[config.mk]
export PLATFORM = sky130hd
export DESIGN_NAME = tlb_op_ctrl
export DESIGN_NICKNAME = d
export VERILOG_FILES = /design/src/rtl/tlb_op_ctrl.sv
export SDC_FILE = /design/constraint.sdc
export NUM_CORES = 1
export LEC_CHECK = 0
export CAP_MARGIN = 40
export CELL_PAD_IN_SITES_DETAIL_PLACEMENT = 1
export CELL_PAD_IN_SITES_GLOBAL_PLACEMENT = 2
export CORE_ASPECT_RATIO = 0.9
export CORE_MARGIN = 5
export CORE_UTILIZATION = 23
export DETAILED_ROUTE_END_ITERATION = 12
export PLACE_DENSITY_LB_ADDON = 0.3
export SLEW_MARGIN = 20
export SYNTH_ARGS = -nofsm -noshare
export SYNTH_HDL_FRONTEND = slang
export SYNTH_SLANG_ARGS = --single-unit
[constraint.sdc]
create_clock -name clk -period 2 [get_ports clk]
set_clock_uncertainty 0.1 [all_clocks]
set_input_delay 0.6 -clock clk [delete_from_list [all_inputs] [get_ports clk]]
set_output_delay 0.6 -clock clk [all_outputs]
set_load 0.005 [all_outputs]
[src/rtl/tlb_op_ctrl.sv]
`default_nettype none
// ============================================================================
// Module      : tlb_op_ctrl
// Description : Initiator side of the TLB maintenance interface. Turns one
//               committed TLBSRCH/TLBRD/TLBWR/TLBFILL/INVTLB instruction into
//               a single-cycle TLB command pulse. It then samples the TLB's
//               combinational response and produces the CSR write-backs, the
//               refetch request and the illegal-instruction exception.
// Revision    : 1.0 - initial release
// ============================================================================
module tlb_op_ctrl #(
    parameter int TLB_IDX_W = 6
) (
    input  logic                 clk,
    input  logic                 rst_n,
    // committed instruction
    input  logic                 op_vld,
    output logic                 op_ready,
    input  logic [2:0]           op_type,
    input  logic [4:0]           inv_op,
    input  logic [9:0]           inv_asid,
    input  logic [18:0]          inv_va,
    // current CSR fields
    input  logic [9:0]           csr_asid,
    input  logic [18:0]          csr_ehi_vpn,
    input  logic [TLB_IDX_W-1:0] csr_idx,
    input  logic [5:0]           csr_ps,
    input  logic                 csr_ne,
    // command pulses and operands to the TLB
    output logic                 tlb_srch,
    output logic                 tlb_rd,
    output logic                 tlb_wr,
    output logic                 tlb_fill,
    output logic                 tlb_inv,
    output logic [9:0]           tlb_asid,
    output logic [18:0]          tlb_vpn,
    output logic [TLB_IDX_W-1:0] tlb_idx,
    output logic [5:0]           tlb_ps,
    output logic                 tlb_ne,
    output logic [4:0]           tlb_inv_op,
    output logic [9:0]           tlb_inv_asid,
    output logic [18:0]          tlb_inv_va,
    // TLB responses
    input  logic                 srch_hit,
    input  logic [TLB_IDX_W-1:0] srch_idx,
    input  logic                 rd_en,
    input  logic [5:0]           rd_ps,
    input  logic [18:0]          rd_vpn,
    input  logic [9:0]           rd_asid,
    input  logic [19:0]          rd_ppn0,
    input  logic [5:0]           rd_flags0,
    input  logic [19:0]          rd_ppn1,
    input  logic [5:0]           rd_flags1,
    input  logic                 rd_g,
    // CSR write-back
    output logic                 wb_idx_we,
    output logic                 wb_ne_we,
    output logic                 wb_ps_we,
    output logic                 wb_ehi_we,
    output logic                 wb_elo_we,
    output logic                 wb_asid_we,
    output logic [TLB_IDX_W-1:0] wb_idx,
    output logic                 wb_ne,
    output logic [5:0]           wb_ps,
    output logic [18:0]          wb_vpn,
    output logic [9:0]           wb_asid,
    output logic [19:0]          wb_ppn0,
    output logic [5:0]           wb_flags0,
    output logic [19:0]          wb_ppn1,
    output logic [5:0]           wb_flags1,
    output logic                 wb_g,
    // completion
    output logic                 done,
    output logic                 refetch,
    output logic                 ine_exc
);

    localparam logic [2:0] c_OP_SRCH = 3'd0;
    localparam logic [2:0] c_OP_RD   = 3'd1;
    localparam logic [2:0] c_OP_WR   = 3'd2;
    localparam logic [2:0] c_OP_FILL = 3'd3;
    localparam logic [2:0] c_OP_INV  = 3'd4;
    localparam logic [4:0] c_INV_MAX = 5'd6;

    typedef enum logic [1:0] {
        S_IDLE  = 2'd0,
        S_ISSUE = 2'd1,
        S_RESP  = 2'd2
    } state_t;

    state_t                 state_q, state_d;
    logic [2:0]             op_q, op_d;
    logic                   ine_q, ine_d;
    logic                   srch_q, srch_d, rd_q, rd_d, wr_q, wr_d;
    logic                   fill_q, fill_d, inv_q, inv_d;
    logic [9:0]             asid_q, asid_d;
    logic [18:0]            vpn_q, vpn_d;
    logic [TLB_IDX_W-1:0]   idx_q, idx_d;
    logic [5:0]             ps_q, ps_d;
    logic                   ne_q, ne_d;
    logic [4:0]             inv_op_q, inv_op_d;
    logic [9:0]             inv_asid_q, inv_asid_d;
    logic [18:0]            inv_va_q, inv_va_d;
    logic                   idx_we_q, idx_we_d, ne_we_q, ne_we_d, ps_we_q, ps_we_d;
    logic                   ehi_we_q, ehi_we_d, elo_we_q, elo_we_d, asid_we_q, asid_we_d;
    logic [TLB_IDX_W-1:0]   wb_idx_q, wb_idx_d;
    logic                   wb_ne_q, wb_ne_d;
    logic [5:0]             wb_ps_q, wb_ps_d;
    logic [18:0]            wb_vpn_q, wb_vpn_d;
    logic [9:0]             wb_asid_q, wb_asid_d;
    logic [19:0]            wb_ppn0_q, wb_ppn0_d, wb_ppn1_q, wb_ppn1_d;
    logic [5:0]             wb_flags0_q, wb_flags0_d, wb_flags1_q, wb_flags1_d;
    logic                   wb_g_q, wb_g_d;
    logic                   done_q, done_d, refetch_q, refetch_d, ine_exc_q, ine_exc_d;

    // Next-state, command pulse and write-back computation for the op sequencer.
    always_comb begin
        state_d     = state_q;
        op_d        = op_q;
        ine_d       = ine_q;
        asid_d      = asid_q;
        vpn_d       = vpn_q;
        idx_d       = idx_q;
        ps_d        = ps_q;
        ne_d        = ne_q;
        inv_op_d    = inv_op_q;
        inv_asid_d  = inv_asid_q;
        inv_va_d    = inv_va_q;
        wb_idx_d    = wb_idx_q;
        wb_ne_d     = wb_ne_q;
        wb_ps_d     = wb_ps_q;
        wb_vpn_d    = wb_vpn_q;
        wb_asid_d   = wb_asid_q;
        wb_ppn0_d   = wb_ppn0_q;
        wb_flags0_d = wb_flags0_q;
        wb_ppn1_d   = wb_ppn1_q;
        wb_flags1_d = wb_flags1_q;
        wb_g_d      = wb_g_q;
        // pulses and enables are single-cycle: cleared unless set below
        srch_d      = 1'b0;
        rd_d        = 1'b0;
        wr_d        = 1'b0;
        fill_d      = 1'b0;
        inv_d       = 1'b0;
        idx_we_d    = 1'b0;
        ne_we_d     = 1'b0;
        ps_we_d     = 1'b0;
        ehi_we_d    = 1'b0;
        elo_we_d    = 1'b0;
        asid_we_d   = 1'b0;
        done_d      = 1'b0;
        refetch_d   = 1'b0;
        ine_exc_d   = 1'b0;

        case (state_q)
            S_IDLE: begin
                if (op_vld) begin
                    state_d    = S_ISSUE;
                    op_d       = op_type;
                    asid_d     = csr_asid;
                    vpn_d      = csr_ehi_vpn;
                    idx_d      = csr_idx;
                    ps_d       = csr_ps;
                    ne_d       = csr_ne;
                    inv_op_d   = inv_op;
                    inv_asid_d = inv_asid;
                    inv_va_d   = inv_va;
                    // reserved op codes and out-of-range INVTLB ops never reach the TLB
                    ine_d      = (op_type > c_OP_INV) ||
                                 ((op_type == c_OP_INV) && (inv_op > c_INV_MAX));
                    srch_d     = (op_type == c_OP_SRCH);
                    rd_d       = (op_type == c_OP_RD);
                    wr_d       = (op_type == c_OP_WR);
                    fill_d     = (op_type == c_OP_FILL);
                    inv_d      = (op_type == c_OP_INV) && (inv_op <= c_INV_MAX);
                end
            end
            S_ISSUE: begin
                // TLB responds combinationally to the pulse; capture it now
                state_d = S_RESP;
                done_d  = 1'b1;
                if (ine_q) begin
                    ine_exc_d = 1'b1;
                end else begin
                    case (op_q)
                        c_OP_SRCH: begin
                            ne_we_d = 1'b1;
                            wb_ne_d = ~srch_hit;
                            if (srch_hit) begin
                                idx_we_d = 1'b1;
                                wb_idx_d = srch_idx;
                            end
                        end
                        c_OP_RD: begin
                            ne_we_d     = 1'b1;
                            ps_we_d     = 1'b1;
                            ehi_we_d    = 1'b1;
                            elo_we_d    = 1'b1;
                            asid_we_d   = 1'b1;
                            wb_ne_d     = ~rd_en;
                            // an invalid entry clears every field it would supply
                            wb_ps_d     = rd_en ? rd_ps     : 6'd0;
                            wb_vpn_d    = rd_en ? rd_vpn    : 19'd0;
                            wb_asid_d   = rd_en ? rd_asid   : 10'd0;
                            wb_ppn0_d   = rd_en ? rd_ppn0   : 20'd0;
                            wb_flags0_d = rd_en ? rd_flags0 : 6'd0;
                            wb_ppn1_d   = rd_en ? rd_ppn1   : 20'd0;
                            wb_flags1_d = rd_en ? rd_flags1 : 6'd0;
                            wb_g_d      = rd_en & rd_g;
                        end
                        default: begin
                            // WR, FILL and legal INV change translations
                            refetch_d = 1'b1;
                        end
                    endcase
                end
            end
            S_RESP: begin
                state_d = S_IDLE;
            end
            default: begin
                state_d = S_IDLE;
            end
        endcase
    end

    // State and output registers; asynchronous reset aborts any op in flight.
    always_ff @(posedge clk or negedge rst_n) begin
        if (!rst_n) begin
            state_q     <= S_IDLE;
            op_q        <= 3'd0;
            ine_q       <= 1'b0;
            srch_q      <= 1'b0;
            rd_q        <= 1'b0;
            wr_q        <= 1'b0;
            fill_q      <= 1'b0;
            inv_q       <= 1'b0;
            asid_q      <= 10'd0;
            vpn_q       <= 19'd0;
            idx_q       <= '0;
            ps_q        <= 6'd0;
            ne_q        <= 1'b0;
            inv_op_q    <= 5'd0;
            inv_asid_q  <= 10'd0;
            inv_va_q    <= 19'd0;
            idx_we_q    <= 1'b0;
            ne_we_q     <= 1'b0;
            ps_we_q     <= 1'b0;
            ehi_we_q    <= 1'b0;
            elo_we_q    <= 1'b0;
            asid_we_q   <= 1'b0;
            wb_idx_q    <= '0;
            wb_ne_q     <= 1'b0;
            wb_ps_q     <= 6'd0;
            wb_vpn_q    <= 19'd0;
            wb_asid_q   <= 10'd0;
            wb_ppn0_q   <= 20'd0;
            wb_flags0_q <= 6'd0;
            wb_ppn1_q   <= 20'd0;
            wb_flags1_q <= 6'd0;
            wb_g_q      <= 1'b0;
            done_q      <= 1'b0;
            refetch_q   <= 1'b0;
            ine_exc_q   <= 1'b0;
        end else begin
            state_q     <= state_d;
            op_q        <= op_d;
            ine_q       <= ine_d;
            srch_q      <= srch_d;
            rd_q        <= rd_d;
            wr_q        <= wr_d;
            fill_q      <= fill_d;
            inv_q       <= inv_d;
            asid_q      <= asid_d;
            vpn_q       <= vpn_d;
            idx_q       <= idx_d;
            ps_q        <= ps_d;
            ne_q        <= ne_d;
            inv_op_q    <= inv_op_d;
            inv_asid_q  <= inv_asid_d;
            inv_va_q    <= inv_va_d;
            idx_we_q    <= idx_we_d;
            ne_we_q     <= ne_we_d;
            ps_we_q     <= ps_we_d;
            ehi_we_q    <= ehi_we_d;
            elo_we_q    <= elo_we_d;
            asid_we_q   <= asid_we_d;
            wb_idx_q    <= wb_idx_d;
            wb_ne_q     <= wb_ne_d;
            wb_ps_q     <= wb_ps_d;
            wb_vpn_q    <= wb_vpn_d;
            wb_asid_q   <= wb_asid_d;
            wb_ppn0_q   <= wb_ppn0_d;
            wb_flags0_q <= wb_flags0_d;
            wb_ppn1_q   <= wb_ppn1_d;
            wb_flags1_q <= wb_flags1_d;
            wb_g_q      <= wb_g_d;
            done_q      <= done_d;
            refetch_q   <= refetch_d;
            ine_exc_q   <= ine_exc_d;
        end
    end

    assign op_ready     = (state_q == S_IDLE);
    assign tlb_srch     = srch_q;
    assign tlb_rd       = rd_q;
    assign tlb_wr       = wr_q;
    assign tlb_fill     = fill_q;
    assign tlb_inv      = inv_q;
    assign tlb_asid     = asid_q;
    assign tlb_vpn      = vpn_q;
    assign tlb_idx      = idx_q;
    assign tlb_ps       = ps_q;
    assign tlb_ne       = ne_q;
    assign tlb_inv_op   = inv_op_q;
    assign tlb_inv_asid = inv_asid_q;
    assign tlb_inv_va   = inv_va_q;
    assign wb_idx_we    = idx_we_q;
    assign wb_ne_we     = ne_we_q;
    assign wb_ps_we     = ps_we_q;
    assign wb_ehi_we    = ehi_we_q;
    assign wb_elo_we    = elo_we_q;
    assign wb_asid_we   = asid_we_q;
    assign wb_idx       = wb_idx_q;
    assign wb_ne        = wb_ne_q;
    assign wb_ps        = wb_ps_q;
    assign wb_vpn       = wb_vpn_q;
    assign wb_asid      = wb_asid_q;
    assign wb_ppn0      = wb_ppn0_q;
    assign wb_flags0    = wb_flags0_q;
    assign wb_ppn1      = wb_ppn1_q;
    assign wb_flags1    = wb_flags1_q;
    assign wb_g         = wb_g_q;
    assign done         = done_q;
    assign refetch      = refetch_q;
    assign ine_exc      = ine_exc_q;

endmodule
`default_nettype wire

---- Yosys cells after proc, flatten, opt, wreduce, memory -nomap -nowiden ----
Cells that the tools add are included.
W data, S select, Z words.
storage, ports and cells
  register bits after elaboration ......... 188
  bits of input ports ..................... 178
  output and inout bits ................... 186
  logic and storage cells ................. 94
operators by class
  $lt $le $gt $ge ......................... 3
  equality and inequality tests ........... 7
  multiplexer cells ....................... 36
  bitwise operators ....................... 4
  reductions and logical operators ........ 12
operators by type and width
  operator              count
  $mux W20              2
  $mux W1               26
  $mux W19              1
  $mux W6               3
  $mux W10              1
  $eq A3 B1 Y1 const B  2
  $eq A3 B2 Y1 const B  2
  $logic_not A3 Y1      2
  $reduce_and A3 Y1     2
  $gt A5 B3 Y1 const B  1
  $le A5 B3 Y1 const B  1
  $pmux W2 S2           1
  $reduce_and A4 Y1     1
  $eq A3 B3 Y1 const B  1
  $gt A3 B3 Y1 const B  1
  $not A1 Y1            3
  $eq A2 B1 Y1 const B  1
  $logic_and A1 B1 Y1   2
  $logic_not A2 Y1      1
  $mux W2               1
  $ne A2 B2 Y1 const B  1
  $pmux W1 S2           1
  $reduce_and A2 Y1     1
  $reduce_bool A2 Y1    1
  3 further kinds       3

---- Logic depth before layout (Yosys ltp) ----
Gate-level depths: netlist (run 1).
  depth in word-level cells ............... 5
  depth in mapped cells ................... 6
  gate-level depth less buffers ........... 4

---- Worst setup path before layout (run 1) ----
OpenSTA, ideal clock, no wires.
  path type ............................... input-to-reg
  start point ............................. in op_vld
  end point ............................... reg op_q[2]
  setup time .............................. 117 ps
  arrival time ............................ 1443 ps
  required time ........................... 1783 ps
  slack ................................... 340 ps
  stages on the path ...................... 5
  buffers on the path ..................... 2
  cell sequence ........................... or3b_1 > clkbuf_1 > buf_2 > nand2_1 > nand2_1
between the ends
  longest elaborated chain between the ends .. 1
ends and longest elaborated chain
  item                                RTL line  RTL
  from (decl)                         17        input logic op_vld,
  $reduce_and A2 Y1 (no source line)  -
  to (signal assigned)                267       op_q <= op_d;
  to (decl)                           92        logic [2:0] op_q, op_d;
Every way passes these cells.
A chain may end at the register's enable or synchronous reset.

==> results.json, run 1 <==
{
  "power.leakage_nw": 6.91,
  "core_region_area_um2": 32800,
  "busiest_layer": "met2",
  "worst_hold_path.num_cells": 2,
  "grt_util_met3_pct": 7.27,
  "final-instance-count-excl-fill": 1572,
  "timing.hold.worst.start": "tlb_ps[1]",
  "critical_path.reg2reg.endpoint": "wb_asid[1]",
  "clk_pin_slew_worst_paths_ns": 0.07,
  "synth_nets": 939,
  "global_route_wire_length_before_repair_um": 42500,
  "numCtsBuffers": 17,
  "status": "complete, no violations",
  "hp-class": "reg -> reg",
  "grt_setup_unrepaired": "false",
  "area_growth_pct": 62.6,
  "worst_slew_pin_slew_ns": 0.696,
  "synth-seq-cells": 188,
  "endpoint_kind": "output port",
  "hold-path-endpoint": "tlb_ps[1]",
  "timing.critical_path.from_type": "flip-flop",
  "clk_latency_ns": 0.43,
  "grtUsageTotal_pct": 14.7,
  "final_cell_mix": "nand2_1, dfrtp_1, dlygate4sd2_1",
  "cts_root_buffer": "clkbuf_16",
  "nFillCells": 3808,
  "residual_drc_count": 0,
  "drt-initial-drc-count": 141,
  "slew_viol_final": 0,
  "antennaDiodeCount": 0,
  "footprint_of_the_multi_input_gates_um2": 2350,
  "commonest_non_fill_non_tap_cell_in_the_layout": "nand2_1",
  "setup_viol": 0,
  "post-place-cells": 1529,
  "synthesis.instances": 761,
  "gr-total-overflow": 0,
  "worst-path-max-fanout": 4,
  "grt_antenna_before_repair": 1,
  "dp_hpwl_um": 19800,
  "r2r_cells": 4,
  "slew_headroom_pct": 53.6,
  "wl_per_cell_um": 17.0,
  "grt.met2_usage_pct": 22.3,
  "floorplan.die.height_um": 182,
  "placementRows": 63,
  "global_route.usage.met1_pct": 19.1,
  "grt_max_degree": 90,
  "period_share_pct": 94.4,
  "fmax_ghz": 0.530,
  "tritoncts": "built",
  "setup.worst_path.class": "reg -> out",
  "max-vdd-ir-drop_uv": 556,
  "hold_violations_final": 0,
  "synthesis.yosys.warnings": 0,
  "die-width_um": 201,
  "routed_wl_um": 26800,
  "worst_r2r_startpoint": "state_q[0]",
  "num_vias": 6397,
  "cell_pwr_density_nw_per_um2": 1120,
  "cts.path.max_buffers": 2,
  "numPortBuffers": 363,
  "synthDistinctLibCells": 26,
  "number_of_nets_in_the_layout": 1315,
  "routed_via_density": 4.07,
  "dieArea_um2": 36700,
  "htree_num_levels": 4,
  "max_cap_violations": 0,
  "final_design_area_no_fill_um2": 12300,
  "firstDrtPassIters": 4,
  "regArea_um2": 4710,
  "r2r_setup_slack_ns": 0.17,
  "per_instance_average_area_after_synthesis_um2": 9.97,
  "final_period_demand_of_the_worst_path_ns": 1.89,
  "placed_inst_area_um2": 11900,
  "clock_sinks": 188,
  "place.gp.congestion": 0.723,
  "io_pins": 364,
  "grt_pass1_vias": 7064,
  "final_layout_size_suffix_gt1_share_pct": 7.04,
  "crit_required_ns": 1.30,
  "data_arrival_at_the_endpoint_of_the_critical_path_ns": 1.19,
  "starting_density_of_the_core_pct": 23.1,
  "synthesized_area_um2": 7590,
  "synth.yosys.seq_area_share_pct": 62.0,
  "postRouteAntennaNets": 0
}
-- worst max path at each step --
| stage | endpoint | from | depth (start not counted) |
|---|---|---|---|
| floorplan | op_q[2] | op_vld | 5 |
| global placement | tlb_inv_va[13] | op_vld | 6 |
| detailed placement | tlb_idx[2] | op_vld | 6 |
| CTS | wb_elo_we | wb_asid_we | 2 |
| global route | wb_elo_we | wb_asid_we | 2 |
| finish | wb_elo_we | wb_asid_we | 2 |
-- metal layers --
metal	routed length [um]	up-vias
li1	-	3060
met5	7	-
met3	2710	13
met2	11800	222
met4	212	2
met1	12000	3100
-- worst max-delay path, stage by stage, from the launching register on --
cell	delay [ns]
dfrtp_1	0.41
buf_4	0.14
clkdlybuf4s15_1	0.20
-- layout make-up --
type | instances | share of cell area (%)
Clock inverter | 11 | 1.27
Sequential cell | 188 | 38.1
Clock buffer | 21 | 3.73
Multi-Input combinational cell | 442 | 19.1
Inverter | 91 | 2.77
Timing Repair Buffer | 397 | 30.7
Tap cell | 422 | 4.28
-- where the power goes --
| group | switching, mW | total, mW | leakage [nW] | internal [mW] |
|---|---|---|---|---|
| Clock | 1.58 | 3.64 | 0.297 | 2.06 |
| Combinational | 1.99 | 4.38 | 4.23 | 2.38 |
| Sequential | 0.678 | 5.80 | 2.38 | 5.12 |
-- cell families (layout without fill, tap and decap cells) --
group	Yosys count	after routing	share of synthesized area, %
simple gates	344	344	17.9
compound gates	2	2	0.148
buf+inv	131	520	7.22
mux	96	96	12.8
flops	188	188	62.0
-- sequential cells by signal (all words and copies together) (netlist names), 2 cells and up --
| register | flops |
|---|---|
| wb_ppn0 | 20 |
| wb_ppn1 | 20 |
| tlb_inv_va | 19 |
| tlb_vpn | 19 |
| wb_vpn | 19 |
| tlb_asid | 10 |
| tlb_inv_asid | 10 |
| wb_asid | 10 |
| tlb_idx | 6 |
| tlb_ps | 6 |
| wb_flags0 | 6 |
| wb_flags1 | 6 |
| wb_idx | 6 |
| wb_ps | 6 |
| tlb_inv_op | 5 |
| op_q | 3 |
| state_q | 2 |
-- Yosys cell counts --
cell	instances	share of area, %
nor4b_1	2	0.23
or4_1	1	0.099
nor3_2	1	0.13
inv_1	90	4.5
mux2_2	7	1.0
and4b_1	1	0.13
or3b_1	1	0.12
nand2_1	326	16
nand3_1	1	0.066
nor4_1	1	0.082
dfrtp_1	188	62
a31oi_1	1	0.082
inv_2	1	0.049
mux2i_1	89	12
buf_4	3	0.30
and3_1	1	0.082
buf_2	24	1.6
nor3b_2	1	0.16
nor2b_1	2	0.16
clkbuf_1	11	0.54
or3b_2	1	0.12
nand4b_1	1	0.12
nor2_1	3	0.15
o21ai_0	1	0.066
and2_1	1	0.082
buf_6	2	0.30
-- per-stage QoR --
step	hold WS [ns]	setup TNS, ns	setup WS, ns	utilization, %	power, mW
final	0.371	0	0.112	37.6	13.8
after global routing	0.396	0	0.0472	37.6	14.8
after CTS	0.380	0	0.00196	37.6	14.1
after detailed placement	0.366	-19.34	-0.288	36.2	11.2
after global placement	0.358	-18.75	-0.268	36.2	11.1
after floorplan	0.204	0	0.340	-	7.34
-- what timing repair did --
item,in CTS,in global routing
hold buffers,1,0
hold endpoints to repair,12,0
setup endpoints to repair,186,1
buffers inserted,10,0
resized for setup,191,1
No activity file was read; power rests on OpenSTA's default activity.
==> run 2: changes to the inputs <==
- ABC_AREA: unset -> 1
- CORE_MARGIN: 5 -> 3
==> run 2 against run 1 <==
Register-to-register slack improved by 0.16 ns. Via count rose by 13%. Critical path depth did not move. Synthesized cell count rose by 17%. Die area fell by 2.0%. Sequential power rose by 1%. Clock-buffer cell count did not move. Clock power rose by 1%. Total power rose by 3.2%. Largest power group unchanged.
==> results.json, run 2 <==
{
  "clk_latency_ns": 0.43,
  "synthDominantCellAreaShare_pct": 60.6,
  "final_cell_mix": "nand2_1, dfrtp_1, dlygate4sd2_1",
  "floorplan.die.height_um": 180,
  "drt-initial-drc-count": 217,
  "critPathMaxStageDelay_ns": 0.39,
  "core_region_area_um2": 33100,
  "post-place-cells": 1649,
  "antennaDiodeCount": 0,
  "tritoncts": "built",
  "worst_r2r_startpoint": "state_q[0]",
  "clk_pin_slew_worst_paths_ns": 0.06,
  "postSynth.topFlopCell": "dfrtp_1",
  "crit_required_ns": 1.30,
  "timing.critical_path.from_type": "flip-flop",
  "grt_antenna_before_repair": 1,
  "synth_enable_flop_cells": 0,
  "critical_path.n_buffers_inverters": 2,
  "grt_pass1_vias": 7746,
  "period_share_pct": 95.1,
  "dp_hpwl_um": 20900,
  "worstSetupEndpoint": "wb_elo_we",
  "synth.largest_area_cell": "dfrtp_1",
  "max-vdd-ir-drop_uv": 577,
  "cell_with_the_largest_stage_delay_on_the_worst_path": "dfrtp_1",
  "critical_path_cell_count": 2,
  "residual_drc_count": 0,
  "final_period_demand_of_the_worst_path_ns": 1.90,
  "worst_slew_pin_slew_ns": 0.533,
  "yosysMostFrequentCell": "nand2_1",
  "r2r_setup_slack_ns": 0.33,
  "cell_pwr_density_nw_per_um2": 1140,
  "io_pins": 364,
  "synth-seq-cells": 188,
  "hp-class": "reg -> reg",
  "power.leakage_nw": 6.52,
  "routed_via_density": 4.28,
  "global_route_wire_length_before_repair_um": 45600,
  "clock_sinks": 188,
  "tns_ns": 0,
  "first_element_of_the_critical_path": "wb_asid_we",
  "grt_max_degree": 54,
  "final_layout_size_suffix_gt1_share_pct": 6.28,
  "synth-async-reset-ratio_pct": 100,
  "grtUsageTotal_pct": 16.3,
  "status": "complete, no violations",
  "commonest_non_fill_non_tap_cell_in_the_layout": "nand2_1",
  "netlist_top_cells_count": "nand2_1, dfrtp_1, nand3b_1",
  "setup_viol": 0,
  "synthesis.instances": 892,
  "cts_root_buffer": "clkbuf_16",
  "endpoint_kind": "output port",
  "wl_per_cell_um": 17.5,
  "routed_wl_um": 29700,
  "hold_violations_final": 0,
  "critical_path.reg2reg.endpoint": "wb_ne",
  "synth_nets": 1070,
  "number_of_nets_in_the_layout": 1439,
  "final-instance-count-excl-fill": 1695,
  "synthesis.yosys.warnings": 0,
  "r2r_cells": 7,
  "cts.path.max_buffers": 2,
  "critical_path.cell_chain": "buf_4 > dlygate4sd2_1",
  "largest_cells_by_area_after_synthesis": "dfrtp_1, nand2_1, nand3b_1, clkbuf_1, buf_2",
  "path_delay_family": "flip-flops",
  "area_growth_pct": 61.4,
  "synthDistinctLibCells": 17,
  "die-width_um": 200,
  "fmax_ghz": 0.526,
  "setup.worst_path.class": "reg -> out",
  "htree_num_levels": 4,
  "num_vias": 7247,
  "gr-total-overflow": 0,
  "synthesized_area_um2": 7760,
  "grt_setup_unrepaired": "false",
  "worst-path-max-fanout": 3,
  "slew_viol_final": 0,
  "max_cap_violations": 0,
  "data_arrival_at_the_endpoint_of_the_critical_path_ns": 1.20,
  "dieArea_um2": 36000,
  "synth.yosys.seq_area_share_pct": 60.6,
  "numPortBuffers": 363,
  "slew_headroom_pct": 64.5,
  "postRouteAntennaNets": 0,
  "numCtsBuffers": 17,
  "firstDrtPassIters": 6,
  "placementRows": 63,
  "per_instance_average_area_after_synthesis_um2": 8.70,
  "starting_density_of_the_core_pct": 23.4,
  "place.gp.congestion": 0.754
}
run 2: cell types whose count changed after synthesis, sizes merged, moves of 3 or more:
cell,before,now
nor4,1,4
nand2,326,517
clkbuf,11,38
nand3b,0,88
nor2,3,8
nand4,0,7
inv,91,13
buf,29,20
mux2,7,0
mux2i,89,0
run 2: power breakdown:
part | switching, mW | internal [mW]
clock | 1.55 | 2.13
sequential | 0.713 | 5.17
combinational | 2.29 | 2.40
run 2: stage by stage:
step | utilization [%] | total power [mW] | setup WS (ns) | hold WS, ns | instance area [um^2]
floorplan | - | 7.51 | 0.384 | 0.204 | 7760
global placement | 36.3 | 11.5 | 0.107 | 0.354 | 12000
detailed placement | 36.3 | 11.6 | 0.0892 | 0.358 | 12000
CTS | 37.8 | 14.6 | 0.000838 | 0.370 | 12500
global route | 37.8 | 15.3 | 0.0235 | 0.385 | 12500
finish | 37.8 | 14.2 | 0.0983 | 0.364 | 12500
run 2: worst min-delay path by stage:
stage	from	endpoint	slack [ns]	cells after the start
2_1_floorplan	rst_n	done	0.20	0
3_3_place_gp	wb_asid[6]	wb_asid[6]	0.35	2
3_5_place_dp	wb_vpn[8]	wb_vpn[8]	0.36	2
4_1_cts	wb_vpn[8]	wb_vpn[8]	0.37	2
5_1_grt	wb_flags0[1]	wb_flags0[1]	0.38	2
6_report	wb_vpn[8]	wb_vpn[8]	0.36	2
run 2: final cells by class:
| type | count | area (um^2) |
|---|---|---|
| fillers | 3928 | 20600 |
| flip-flops and latches | 188 | 4700 |
| repair buffers | 408 | 3860 |
| multi-input cells | 632 | 2760 |
| well taps | 422 | 528 |
| clock buffers | 21 | 450 |
| clock inverters | 10 | 165 |
| inverters | 14 | 52.6 |
run 2: worst reg2reg max path: stages, from the launching register on:
cell     delay [ns]
dfrtp_1        0.35
buf_4          0.10
nand2_1        0.09
nor2_4         0.21
buf_4          0.42
nand2_1        0.14
nand2_1        0.09
nand2_1        0.05
run 2: what timing repair did:
action	in CTS	in global routing
setup buffers	14	0
hold endpoints to repair	16	0
pin swaps	1	0
endpoints found under the setup margin	185	2
resized for setup	187	2
hold buffers	1	0
run 2: kinds of logic (layout without fill, tap and decap cells):
| kind of cell | after synthesis | in the layout | synth area share, % |
|---|---|---|---|
| and+or+nand+nor | 629 | 629 | 35.3 |
| DFF | 188 | 188 | 60.6 |
| buffers and inverters | 72 | 453 | 3.89 |
| AOI/OAI and AO/OA | 3 | 3 | 0.193 |
run 2: metal layers:
layer  GRT usage, %  share of wire, %  up-vias
met5              0             0.044        -
met4           3.96               1.4        2
met3           7.78                11       23
met2           24.2                43      235
met1           21.4                45     3499
li1               -                 -     3488
==> run 3: changes to the inputs <==
- CORE_UTILIZATION: 23 -> 24
- SKIP_LAST_GASP: unset -> 1
- clock period: 2 -> 2.4 ns (I/O delays scaled with it)
==> run 3 against run 2 <==
Cell count fell by 1.9%. Sequential share of layout area fell by 0.26 points. Wire length fell by 1.1%. Sequential power fell by 16%. Final area rose by 0.70%. First-iteration DRC count rose by 10%. Total power fell by 12%. Largest cell class unchanged. Largest power group unchanged. Highest routed layer is now met4.
==> results.json, run 3 (synthesized netlist as in run 2, its figures left out) <==
{
  "status": "complete, no violations",
  "data_arrival_at_the_endpoint_of_the_critical_path_ns": 1.37,
  "number_of_nets_in_the_layout": 1418,
  "floorplan.die.height_um": 177,
  "grt_pass1_vias": 7707,
  "first_element_of_the_critical_path": "tlb_idx[0]",
  "crit_required_ns": 1.58,
  "final_layout_size_suffix_gt1_share_pct": 5.11,
  "clk_pin_slew_worst_paths_ns": 0.08,
  "critical_path_cell_count": 1,
  "place_ws_ns": 0.351,
  "postCtsSetupRepairBufs": 0,
  "residual_drc_count": 0,
  "grt_setup_unrepaired": "false",
  "endpoint_kind": "output port",
  "tns_ns": 0,
  "critical_path.reg2reg.endpoint": "wb_g",
  "grt_antenna_before_repair": 0,
  "starting_density_of_the_core_pct": 24.7,
  "fmax_ghz": 0.456,
  "die-width_um": 196,
  "cts_hold_buf": 0,
  "worstSetupEndpoint": "tlb_idx[0]",
  "gr-total-overflow": 0,
  "grtUsageTotal_pct": 16.7,
  "hold_violations_final": 0,
  "setup.worst_path.class": "reg -> out",
  "cell_pwr_density_nw_per_um2": 997,
  "dieArea_um2": 34500,
  "cts.path.max_buffers": 2,
  "worst_slew_pin_slew_ns": 0.579,
  "wl_per_cell_um": 17.7,
  "core_region_area_um2": 31400,
  "final-instance-count-excl-fill": 1663,
  "place.gp.congestion": 0.735,
  "io_pins": 364,
  "r2r_setup_slack_ns": 0.65,
  "cts_root_buffer": "clkbuf_16",
  "dp_hpwl_um": 20500,
  "postRouteAntennaNets": 0,
  "max_cap_violations": 0,
  "clk_latency_ns": 0.43,
  "drt-initial-drc-count": 239,
  "placed_inst_area_um2": 12000,
  "placementRows": 61,
  "area_growth_pct": 62.5,
  "cell_with_the_largest_stage_delay_on_the_worst_path": "clkdlybuf4s50_1",
  "final_design_area_no_fill_um2": 12600,
  "htree_num_levels": 4,
  "setup_viol": 0,
  "clock_sinks": 188,
  "routed_via_density": 4.36,
  "period_share_pct": 91.3,
  "post-route-util_pct": 40.2,
  "slew_viol_final": 0,
  "max-vdd-ir-drop_uv": 445,
  "slew_headroom_pct": 61.4,
  "critPathMaxStageDelay_ns": 0.57,
  "final_period_demand_of_the_worst_path_ns": 2.19,
  "tritoncts": "built",
  "timing.critical_path.from_type": "flip-flop",
  "critical_path.cell_chain": "clkdlybuf4s50_1",
  "final_cell_mix": "nand2_1, clkdlybuf4s50_1, dfrtp_1",
  "worst_r2r_startpoint": "state_q[1]",
  "commonest_non_fill_non_tap_cell_in_the_layout": "nand2_1",
  "r2r_cells": 7,
  "numCtsBuffers": 17,
  "grt_max_degree": 64,
  "worst-path-max-fanout": 2,
  "path_delay_family": "buffers and inverters",
  "firstDrtPassIters": 4,
  "num_vias": 7244,
  "power_after_layout_mw": 12.6,
  "setup_ws_ns": 0.208,
  "numPortBuffers": 363,
  "critical_path.n_buffers_inverters": 1,
  "power.leakage_nw": 6.01,
  "hp-class": "in -> async",
  "timing.hold.ws_ns": 0.159,
  "routed_wl_um": 29400,
  "post-place-cells": 1630,
  "global_route_wire_length_before_repair_um": 45300
}
==> run 3: power by group <==
part | internal (mW) | leakage (nW) | switching [mW]
Combinational | 2.69 | 3.40 | 1.87
Sequential | 4.31 | 2.31 | 0.643
Clock | 1.74 | 0.303 | 1.32
==> run 3: cell type report <==
type                            count  area (um^2)
Fill cell                        3662        18800
Sequential cell                   188         4700
Timing Repair Buffer              387         3940
Multi-Input combinational cell    632         2770
Tap cell                          409          512
Clock buffer                       20          467
Clock inverter                     12          159
Inverter                           14         52.6
Antenna cell                        1         2.50
==> run 3: worst min-delay path by stage <==
stage / slack (ns) / depth (start not counted) / to / from
2_1_floorplan: 0.32 / 0 / done / rst_n
3_3_place_gp: 0.35 / 2 / wb_vpn[10] / wb_vpn[10]
3_5_place_dp: 0.36 / 2 / wb_vpn[6] / wb_vpn[6]
4_1_cts: 0.16 / 1 / wb_vpn[11] / rst_n
5_1_grt: 0.16 / 1 / wb_vpn[2] / rst_n
6_report: 0.16 / 1 / wb_asid[6] / rst_n
==> run 3: per-layer routing <==
metal  global-route usage, %  share of wire, %
met1                    21.8                45
met2                    25.7                44
met3                    7.86                10
met4                    2.94              0.64
met5                       0                 0
==> run 3: what timing repair did <==
action,4_1_cts,5_1_grt
gates resized for setup,1,1
endpoints found under the setup margin,1,1
cloned,0,0
hold endpoints to repair,0,0
